## src/rtl/lt24_bus_decoder_if.sv

```systemverilog
// LT24 panel write bus as seen on the display pins; the engine drives it
// (master), the decoder snoops it (slave).
interface lt24_bus_decoder_if;
    logic        LT24CS_n;
    logic        LT24Wr_n;
    logic        LT24RS;
    logic [15:0] LT24Data;
    logic        LT24Reset_n;

    modport master (output LT24CS_n, LT24Wr_n, LT24RS, LT24Data, LT24Reset_n);
    modport slave  (input  LT24CS_n, LT24Wr_n, LT24RS, LT24Data, LT24Reset_n);
endinterface

```

## src/rtl/lt24_bus_decoder.sv

```systemverilog
// Snoops ILI9341 command/data writes on the LT24 bus and turns them into
// pixel writes with absolute (x,y) coordinates inside the current window.
//
// state | meaning
// IDLE  | no command in progress; data writes ignored silently
// CASET | collecting 4 column-window bytes
// PASET | collecting 4 page-window bytes
// RAMWR | each data write is a pixel at the cursor
// OTHER | unsupported command; data writes ignored
module lt24_bus_decoder #(
    parameter int WIDTH  = 240,
    parameter int HEIGHT = 320
) (
    input  logic              clock,
    input  logic              globalReset,
    lt24_bus_decoder_if.slave bus,
    output logic              cmdValid,
    output logic [7:0]        cmdCode,
    output logic              pixelValid,
    output logic [7:0]        pixelX,
    output logic [8:0]        pixelY,
    output logic [15:0]       pixelColour,
    output logic              frameDone,
    output logic              protocolError
);
    localparam logic [15:0] XMAX = 16'(WIDTH - 1);
    localparam logic [15:0] YMAX = 16'(HEIGHT - 1);

    typedef enum logic [2:0] {IDLE, CASET, PASET, RAMWR, OTHER} state_t;

    logic        cs_n_r1_q, wr_n_r1_q, rs_r1_q, rst_n_r1_q;
    logic [15:0] data_r1_q;

    state_t      state_q;
    logic [1:0]  byte_idx_q;
    logic [23:0] win_buf_q;
    logic [7:0]  xs_q, xe_q, cx_q;
    logic [8:0]  ys_q, ye_q, cy_q;

    logic        cmd_valid_q, pixel_valid_q, frame_done_q, protocol_error_q;
    logic [7:0]  cmd_code_q, pixel_x_q;
    logic [8:0]  pixel_y_q;
    logic [15:0] pixel_colour_q;

    logic        wr_rise, wr_valid, win_ok, wrap_d;
    logic [15:0] win_start, win_end;
    state_t      cmd_state_d;
    logic [7:0]  cx_d;
    logic [8:0]  cy_d;

    always_ff @(posedge clock) begin
        if (globalReset) begin
            cs_n_r1_q  <= 1'b1;
            wr_n_r1_q  <= 1'b1;
            rs_r1_q    <= 1'b0;
            data_r1_q  <= 16'h0000;
            rst_n_r1_q <= 1'b1;
        end else begin
            cs_n_r1_q  <= bus.LT24CS_n;
            wr_n_r1_q  <= bus.LT24Wr_n;
            rs_r1_q    <= bus.LT24RS;
            data_r1_q  <= bus.LT24Data;
            rst_n_r1_q <= bus.LT24Reset_n;
        end
    end

    always_comb begin
        wr_rise   = !wr_n_r1_q && bus.LT24Wr_n;
        wr_valid  = wr_rise && !cs_n_r1_q && rst_n_r1_q;
        // Three earlier bytes are buffered; the fourth arrives with this write.
        win_start = win_buf_q[23:8];
        win_end   = {win_buf_q[7:0], data_r1_q[7:0]};
        win_ok    = (win_start <= win_end) &&
                    (win_end <= ((state_q == PASET) ? YMAX : XMAX));

        case (data_r1_q[7:0])
            8'h2A:   cmd_state_d = CASET;
            8'h2B:   cmd_state_d = PASET;
            8'h2C:   cmd_state_d = RAMWR;
            default: cmd_state_d = OTHER;
        endcase

        cx_d   = cx_q + 8'd1;
        cy_d   = cy_q;
        wrap_d = 1'b0;
        if (cx_q >= xe_q) begin
            cx_d = xs_q;
            if (cy_q < ye_q) begin
                cy_d = cy_q + 9'd1;
            end else begin
                cy_d   = ys_q;
                wrap_d = 1'b1;
            end
        end
    end

    always_ff @(posedge clock) begin
        if (globalReset || !rst_n_r1_q) begin
            state_q        <= IDLE;
            byte_idx_q     <= 2'd0;
            win_buf_q      <= 24'h000000;
            xs_q           <= 8'd0;
            xe_q           <= XMAX[7:0];
            ys_q           <= 9'd0;
            ye_q           <= YMAX[8:0];
            cx_q           <= 8'd0;
            cy_q           <= 9'd0;
            cmd_valid_q    <= 1'b0;
            cmd_code_q     <= 8'h00;
            pixel_valid_q  <= 1'b0;
            pixel_x_q      <= 8'd0;
            pixel_y_q      <= 9'd0;
            pixel_colour_q <= 16'h0000;
            frame_done_q   <= 1'b0;
            // Panel reset leaves the sticky error visible to the checker.
            if (globalReset) begin
                protocol_error_q <= 1'b0;
            end
        end else begin
            cmd_valid_q   <= 1'b0;
            pixel_valid_q <= 1'b0;
            frame_done_q  <= 1'b0;
            if (wr_valid) begin
                if (!rs_r1_q) begin
                    cmd_valid_q <= 1'b1;
                    cmd_code_q  <= data_r1_q[7:0];
                    byte_idx_q  <= 2'd0;
                    state_q     <= cmd_state_d;
                    if (state_q == CASET || state_q == PASET) begin
                        protocol_error_q <= 1'b1;
                    end
                    if (cmd_state_d == RAMWR) begin
                        cx_q <= xs_q;
                        cy_q <= ys_q;
                    end
                end else begin
                    case (state_q)
                        CASET, PASET: begin
                            if (byte_idx_q == 2'd3) begin
                                state_q    <= IDLE;
                                byte_idx_q <= 2'd0;
                                if (!win_ok) begin
                                    protocol_error_q <= 1'b1;
                                end else if (state_q == CASET) begin
                                    xs_q <= win_start[7:0];
                                    xe_q <= win_end[7:0];
                                end else begin
                                    ys_q <= win_start[8:0];
                                    ye_q <= win_end[8:0];
                                end
                            end else begin
                                win_buf_q  <= {win_buf_q[15:0], data_r1_q[7:0]};
                                byte_idx_q <= byte_idx_q + 2'd1;
                            end
                        end
                        RAMWR: begin
                            pixel_valid_q  <= 1'b1;
                            pixel_x_q      <= cx_q;
                            pixel_y_q      <= cy_q;
                            pixel_colour_q <= data_r1_q;
                            frame_done_q   <= wrap_d;
                            cx_q           <= cx_d;
                            cy_q           <= cy_d;
                        end
                        default: ;
                    endcase
                end
            end
        end
    end

    assign cmdValid      = cmd_valid_q;
    assign cmdCode       = cmd_code_q;
    assign pixelValid    = pixel_valid_q;
    assign pixelX        = pixel_x_q;
    assign pixelY        = pixel_y_q;
    assign pixelColour   = pixel_colour_q;
    assign frameDone     = frame_done_q;
    assign protocolError = protocol_error_q;
endmodule

```

## src/flat_wrapper.sv

```systemverilog
// flat-port wrapper written by rule: the top's interface ports become plain ports
module lt24_bus_decoder_flat 
#(
    parameter int WIDTH  = 240,
    parameter int HEIGHT = 320
)
  (clock, globalReset, cmdValid, cmdCode, pixelValid, pixelX, pixelY, pixelColour, frameDone, protocolError, bus_LT24CS_n, bus_LT24Wr_n, bus_LT24RS, bus_LT24Data, bus_LT24Reset_n);
  lt24_bus_decoder_if bus_i ();
  input  logic clock;
  input  logic globalReset;
  output logic cmdValid;
  output logic [7:0] cmdCode;
  output logic pixelValid;
  output logic [7:0] pixelX;
  output logic [8:0] pixelY;
  output logic [15:0] pixelColour;
  output logic frameDone;
  output logic protocolError;
  input wire logic [$bits(bus_i.LT24CS_n)-1:0] bus_LT24CS_n;
  input wire logic [$bits(bus_i.LT24Wr_n)-1:0] bus_LT24Wr_n;
  input wire logic [$bits(bus_i.LT24RS)-1:0] bus_LT24RS;
  input wire logic [$bits(bus_i.LT24Data)-1:0] bus_LT24Data;
  input wire logic [$bits(bus_i.LT24Reset_n)-1:0] bus_LT24Reset_n;
  assign bus_i.LT24CS_n = bus_LT24CS_n;
  assign bus_i.LT24Wr_n = bus_LT24Wr_n;
  assign bus_i.LT24RS = bus_LT24RS;
  assign bus_i.LT24Data = bus_LT24Data;
  assign bus_i.LT24Reset_n = bus_LT24Reset_n;
  lt24_bus_decoder #(.WIDTH(WIDTH), .HEIGHT(HEIGHT)) u_core (.clock(clock), .globalReset(globalReset), .bus(bus_i), .cmdValid(cmdValid), .cmdCode(cmdCode), .pixelValid(pixelValid), .pixelX(pixelX), .pixelY(pixelY), .pixelColour(pixelColour), .frameDone(frameDone), .protocolError(protocolError));
endmodule
```

## config.mk

```make
export PLATFORM = sky130hd
export DESIGN_NAME = lt24_bus_decoder_flat
export DESIGN_NICKNAME = d
export VERILOG_FILES = /design/src/rtl/lt24_bus_decoder_if.sv /design/src/rtl/lt24_bus_decoder.sv /design/src/flat_wrapper.sv
export SDC_FILE = /design/constraint.sdc
export NUM_CORES = 1
export LEC_CHECK = 0
export BUFFER_PORTS_ARGS = -buffer_cell sky130_fd_sc_hd__buf_2
export CELL_PAD_IN_SITES_DETAIL_PLACEMENT = 2
export CELL_PAD_IN_SITES_GLOBAL_PLACEMENT = 2
export CORE_ASPECT_RATIO = 0.6
export CORE_MARGIN = 3
export CORE_UTILIZATION = 35
export DETAILED_ROUTE_END_ITERATION = 6
export GPL_ROUTABILITY_DRIVEN = 0
export PLACE_DENSITY_LB_ADDON = 0.1
export SETUP_SLACK_MARGIN = 0.02
export SLEW_MARGIN = 20
export SYNTH_ARGS = -nofsm -noshare
export SYNTH_HDL_FRONTEND = slang
export SYNTH_SLANG_ARGS = --single-unit
```

## constraint.sdc

```tcl
create_clock -name clock -period 3.4 [get_ports clock]
set_input_delay 0.51 -clock clock [delete_from_list [all_inputs] [get_ports clock]]
set_output_delay 0.51 -clock clock [all_outputs]
set_load 0.01 [all_outputs]
```

==> impl_summary.md <==
Clock tree
The number of levels in the clock H-tree is 4. After clock tree synthesis, the repair step resized 0 gates. The clock sink total is 145. Post-CTS timing repair inserted 0 buffers for setup. Buffers inserted to repair hold after CTS numbered 0.

In this run the deepest clock path goes through 2 buffers. TritonCTS built the clock tree. Clock tree synthesis selected as its root buffer the cell sky130_fd_sc_hd__clkbuf_16. The number of clock buffers added by TritonCTS is 17. The register clock-pin slew on the reported worst setup and hold paths is 0.06 ns. The later-pin clock latency in the skew report is 0.44 ns.

Logic synthesis
By area the synthesized netlist is led by sky130_fd_sc_hd__dfxtp_1, sky130_fd_sc_hd__nand2_1, sky130_fd_sc_hd__mux2i_1, sky130_fd_sc_hd__ha_1, sky130_fd_sc_hd__a21oi_1. Of the post-synthesis cell area, the dominant cell type holds 0.439. Counting flops with a built-in enable in the synthesized netlist gives 1. The total of warnings raised by yosys is 0.

The synthesized area divided by synthesized cell count is 8.35 sq um. The largest total area in the synthesized netlist belongs to sky130_fd_sc_hd__dfxtp_1. The combined area of all synthesized cells is 6570 sq um. The most used flip-flop cell after synthesis is sky130_fd_sc_hd__dfxtp_1.

Synthesis inferred 145 register bits. The sequential area share after synthesis is 0.443. The number of nets handed over by synthesis was 848. The most common cell in the netlist is sky130_fd_sc_hd__nand2_1. The post-synthesis async set-or-reset flop share is 0.

Counting every instance in the synthesized netlist gives 787. The commonest cells after synthesis are sky130_fd_sc_hd__nand2_1, sky130_fd_sc_hd__dfxtp_1, sky130_fd_sc_hd__a21oi_1, sky130_fd_sc_hd__nor2_1, sky130_fd_sc_hd__mux2i_1. Yosys mapped the design onto 53 distinct sky130hd cell types.

Layout
Measured on the finished design, the core utilization comes to 0.423. The area growth from synthesis to layout is 17.6%. The fraction of final layout cells sized beyond drive strength 1 is 0.153. The repair_antennas step left the layout with diodes totalling 0. The number of fillers in the final layout is 2064. The sequential cells in the finished layout cover a total of 2910 sq um. The count of nets after finishing is 903. The multi-input gate area in the final layout is 3330 sq um.

Worst setup path
Measured in cells, the most critical reg-to-reg path has a length of 11. The startpoint of the most critical setup path is u_core.state_q[1]. At the worst endpoint, the required time is 3.75 ns. The worst register-to-register path ends at u_core.xs_q[2].

The worst register-to-register path has a setup slack of 0.64 ns. Along the worst path, the maximum fanout reaches 16. The launch point of the worst reg-to-reg path is u_core.state_q[1]. The setup path with the least slack is of type reg2reg. The critical path capture point is u_core.xs_q[2]. The worst setup path is launched from a flip-flop.

The category of the worst setup path capture point is a flip-flop. The worst endpoint data arrival time is 3.11 ns.

Floorplan
The core area is 18300 sq um. The die is 112 microns tall. In this run the horizontal extent of the chip is 183 microns. Row generation in the floorplan step produced 38 rows.

The die covers 20500 sq um. The top-level I/O count is 67. The initial utilization of the core area, before any placement, comes to 0.360.

Timing
In the finished design, the share of the clock period the worst path needs comes to 0.812. The number of hold violations in the final report is 0. The number of setup violations in the final report is 0. In this run the tightest slew margin relative to its limit is 0.376. The slew at the pin closest to its max-slew limit is 0.933 ns. Adding up every negative setup slack in the final design gives 0 ns.

Across the routed clock network, the largest skew measured is 0.0120 ns. Setup repair after global routing left no endpoint under its margin. The max-slew violation total from the final report came to 0. The fmax is 0.362 GHz. After layout, the minimum clock period comes to 2.76 ns.

GRT
The initial antenna violation count is 0. The leftover overflow at the end of global routing is 0. The global-route wire length before repair is 35.6 mm. The via count of the first global-routing pass is 6222.

Entering global routing, the biggest net connects 43 pins. The overall fraction of global-route tracks in use is 0.227.

Route
The post-detailed-route DRC marker count is 0. The detailed router finished its first iteration with 331 violations. The mean routed wirelength per cell is 20.5 microns. Dividing the detail-routed via count by the number of cells gives 5.26. The detail route stage leaves a number of antenna-violating nets equal to 0. The count of vias placed by the detailed router is 5763.

The detailed-routing iteration count for the pre-antenna-repair pass is 4. The total detailed-routing wirelength is 22.4 mm.

Power
The leakage dissipation is 3.20 nW. The share of power burned in combinational logic is 0.036. The switching power of the nets is 0.000866 W. Total power for the finished layout comes to 0.00381 W. Across the VDD grid, the largest voltage drop is 0.383 mV.

The internal power of the cells totals 0.00294 W. The switching share of total power is 0.227. Of the total power, registers draw 0.455. In this run the power density over the cells is 493 nW/um^2. The share of total power dissipated in the clock network is 0.509.

Placement
The count of buffers inserted at the top-level ports is 66. The final HPWL from detailed placement is 16.1 mm.

Min path
The path class of the tightest hold or removal check is in2reg.

Run
The count of max-cap constraint violations is 0.

Status
The run finished with clean final reports.
==> worst min-delay path by stage <==
stage,start,end,cells after the start
final,bus_LT24Reset_n,u_core.rst_n_r1_q,2
after CTS,bus_LT24Reset_n,u_core.rst_n_r1_q,2
after global routing,bus_LT24Reset_n,u_core.rst_n_r1_q,2
after floorplan,u_core.data_r1_q[10],u_core.pixelColour[10],2
after detailed placement,u_core.data_r1_q[10],u_core.pixelColour[10],2
after global placement,u_core.data_r1_q[9],u_core.pixelColour[9],2
==> kinds of logic after synthesis <==
kind of cell / synth area share
and+or+nand+nor: 0.222
DFF: 0.443
AOI/OAI and AO/OA: 0.128
buffers and inverters: 0.0526
muxes: 0.0764
adders and majority gates: 0.0743
xor gates and xnor gates: 0.00400
==> worst max-delay path: stages, from the launching register on <==
cell                       delay (ns)
sky130_fd_sc_hd__dfxtp_1         0.39
sky130_fd_sc_hd__nor2b_1         0.31
sky130_fd_sc_hd__nand2b_1        0.16
sky130_fd_sc_hd__inv_1           0.13
sky130_fd_sc_hd__ha_1            0.27
sky130_fd_sc_hd__a21oi_1         0.18
sky130_fd_sc_hd__a21boi_0        0.11
sky130_fd_sc_hd__o32ai_1         0.20
sky130_fd_sc_hd__and4b_1         0.24
sky130_fd_sc_hd__and3_1          0.15
sky130_fd_sc_hd__buf_4           0.28
sky130_fd_sc_hd__mux2i_1         0.25
==> layer usage <==
metal / wire, microns / up-vias / global-route usage
met2: 9880 / 102 / 0.354
li1: - / 2756 / -
met4: 173 / 0 / 0.0492
met3: 969 / 14 / 0.0541
met1: 11400 / 2891 / 0.320
met5: 0 / - / 0
==> area by class of cell <==
type | instances | share of cell area
Clock buffer | 26 | 0.0659
Clock inverter | 6 | 0.0121
Inverter | 41 | 0.0199
Multi-Input combinational cell | 558 | 0.431
Sequential cell | 145 | 0.377
Tap cell | 240 | 0.0389
Timing Repair Buffer | 79 | 0.0554
==> metrics by stage <==
| stage | area (sq um) | worst slack, ns | instances | hold WS (ns) |
|---|---|---|---|---|
| detailed placement | 7130 | 0.742 | 1063 | 0.441 |
| global placement | 7130 | 0.760 | 1063 | 0.427 |
| CTS | 7730 | 0.667 | 1095 | 0.237 |
| finish | 7730 | 0.639 | 1095 | 0.257 |
| floorplan | 6570 | 1.03 | 787 | 0.422 |
| global route | 7730 | 0.460 | 1095 | 0.237 |
==> power by group through the flow <==
stage | combinational, W | clock [W] | sequential (W)
global placement | 0.000129 | 0 | 0.00177
global route | 0.000151 | 0.00206 | 0.00174
CTS | 0.000137 | 0.00198 | 0.00173
floorplan | 0.0000854 | 0 | 0.00176
finish | 0.000136 | 0.00194 | 0.00173
detailed placement | 0.000135 | 0 | 0.00177
==> layout by cell type (no fill, tap or decap), types with 4 or more instances in the layout <==
cell type / netlist / routed
sky130_fd_sc_hd__o22ai_1: 6 / 6
sky130_fd_sc_hd__nand4_1: 8 / 8
sky130_fd_sc_hd__a21oi_1: 79 / 79
sky130_fd_sc_hd__buf_2: 6 / 66
sky130_fd_sc_hd__or2_2: 7 / 7
sky130_fd_sc_hd__o21ai_0: 13 / 13
sky130_fd_sc_hd__nand2b_1: 6 / 5
sky130_fd_sc_hd__a21o_1: 6 / 6
sky130_fd_sc_hd__a211oi_1: 5 / 5
sky130_fd_sc_hd__a2bb2oi_1: 4 / 4
sky130_fd_sc_hd__nand3_1: 16 / 16
sky130_fd_sc_hd__clkbuf_16: 0 / 17
sky130_fd_sc_hd__mux2i_1: 49 / 49
sky130_fd_sc_hd__nor2_1: 58 / 58
sky130_fd_sc_hd__nand2_1: 183 / 183
sky130_fd_sc_hd__dfxtp_1: 144 / 144
sky130_fd_sc_hd__nor2b_1: 21 / 21
sky130_fd_sc_hd__a21oi_2: 8 / 8
sky130_fd_sc_hd__clkbuf_1: 32 / 4
sky130_fd_sc_hd__inv_1: 40 / 40
sky130_fd_sc_hd__buf_4: 4 / 13
sky130_fd_sc_hd__clkbuf_8: 0 / 5
sky130_fd_sc_hd__ha_1: 39 / 39
sky130_fd_sc_hd__and3_1: 6 / 6
==> flip-flops by register name, indices dropped and copies added (netlist names), 9 cells and up <==
register / flops
u_core.cy_q: 9
u_core.data_r1_q: 16
u_core.pixelColour: 16
u_core.pixelY: 9
u_core.win_buf_q: 24
u_core.ye_q: 9
u_core.ys_q: 9
Power figures use the tool's default switching activity.
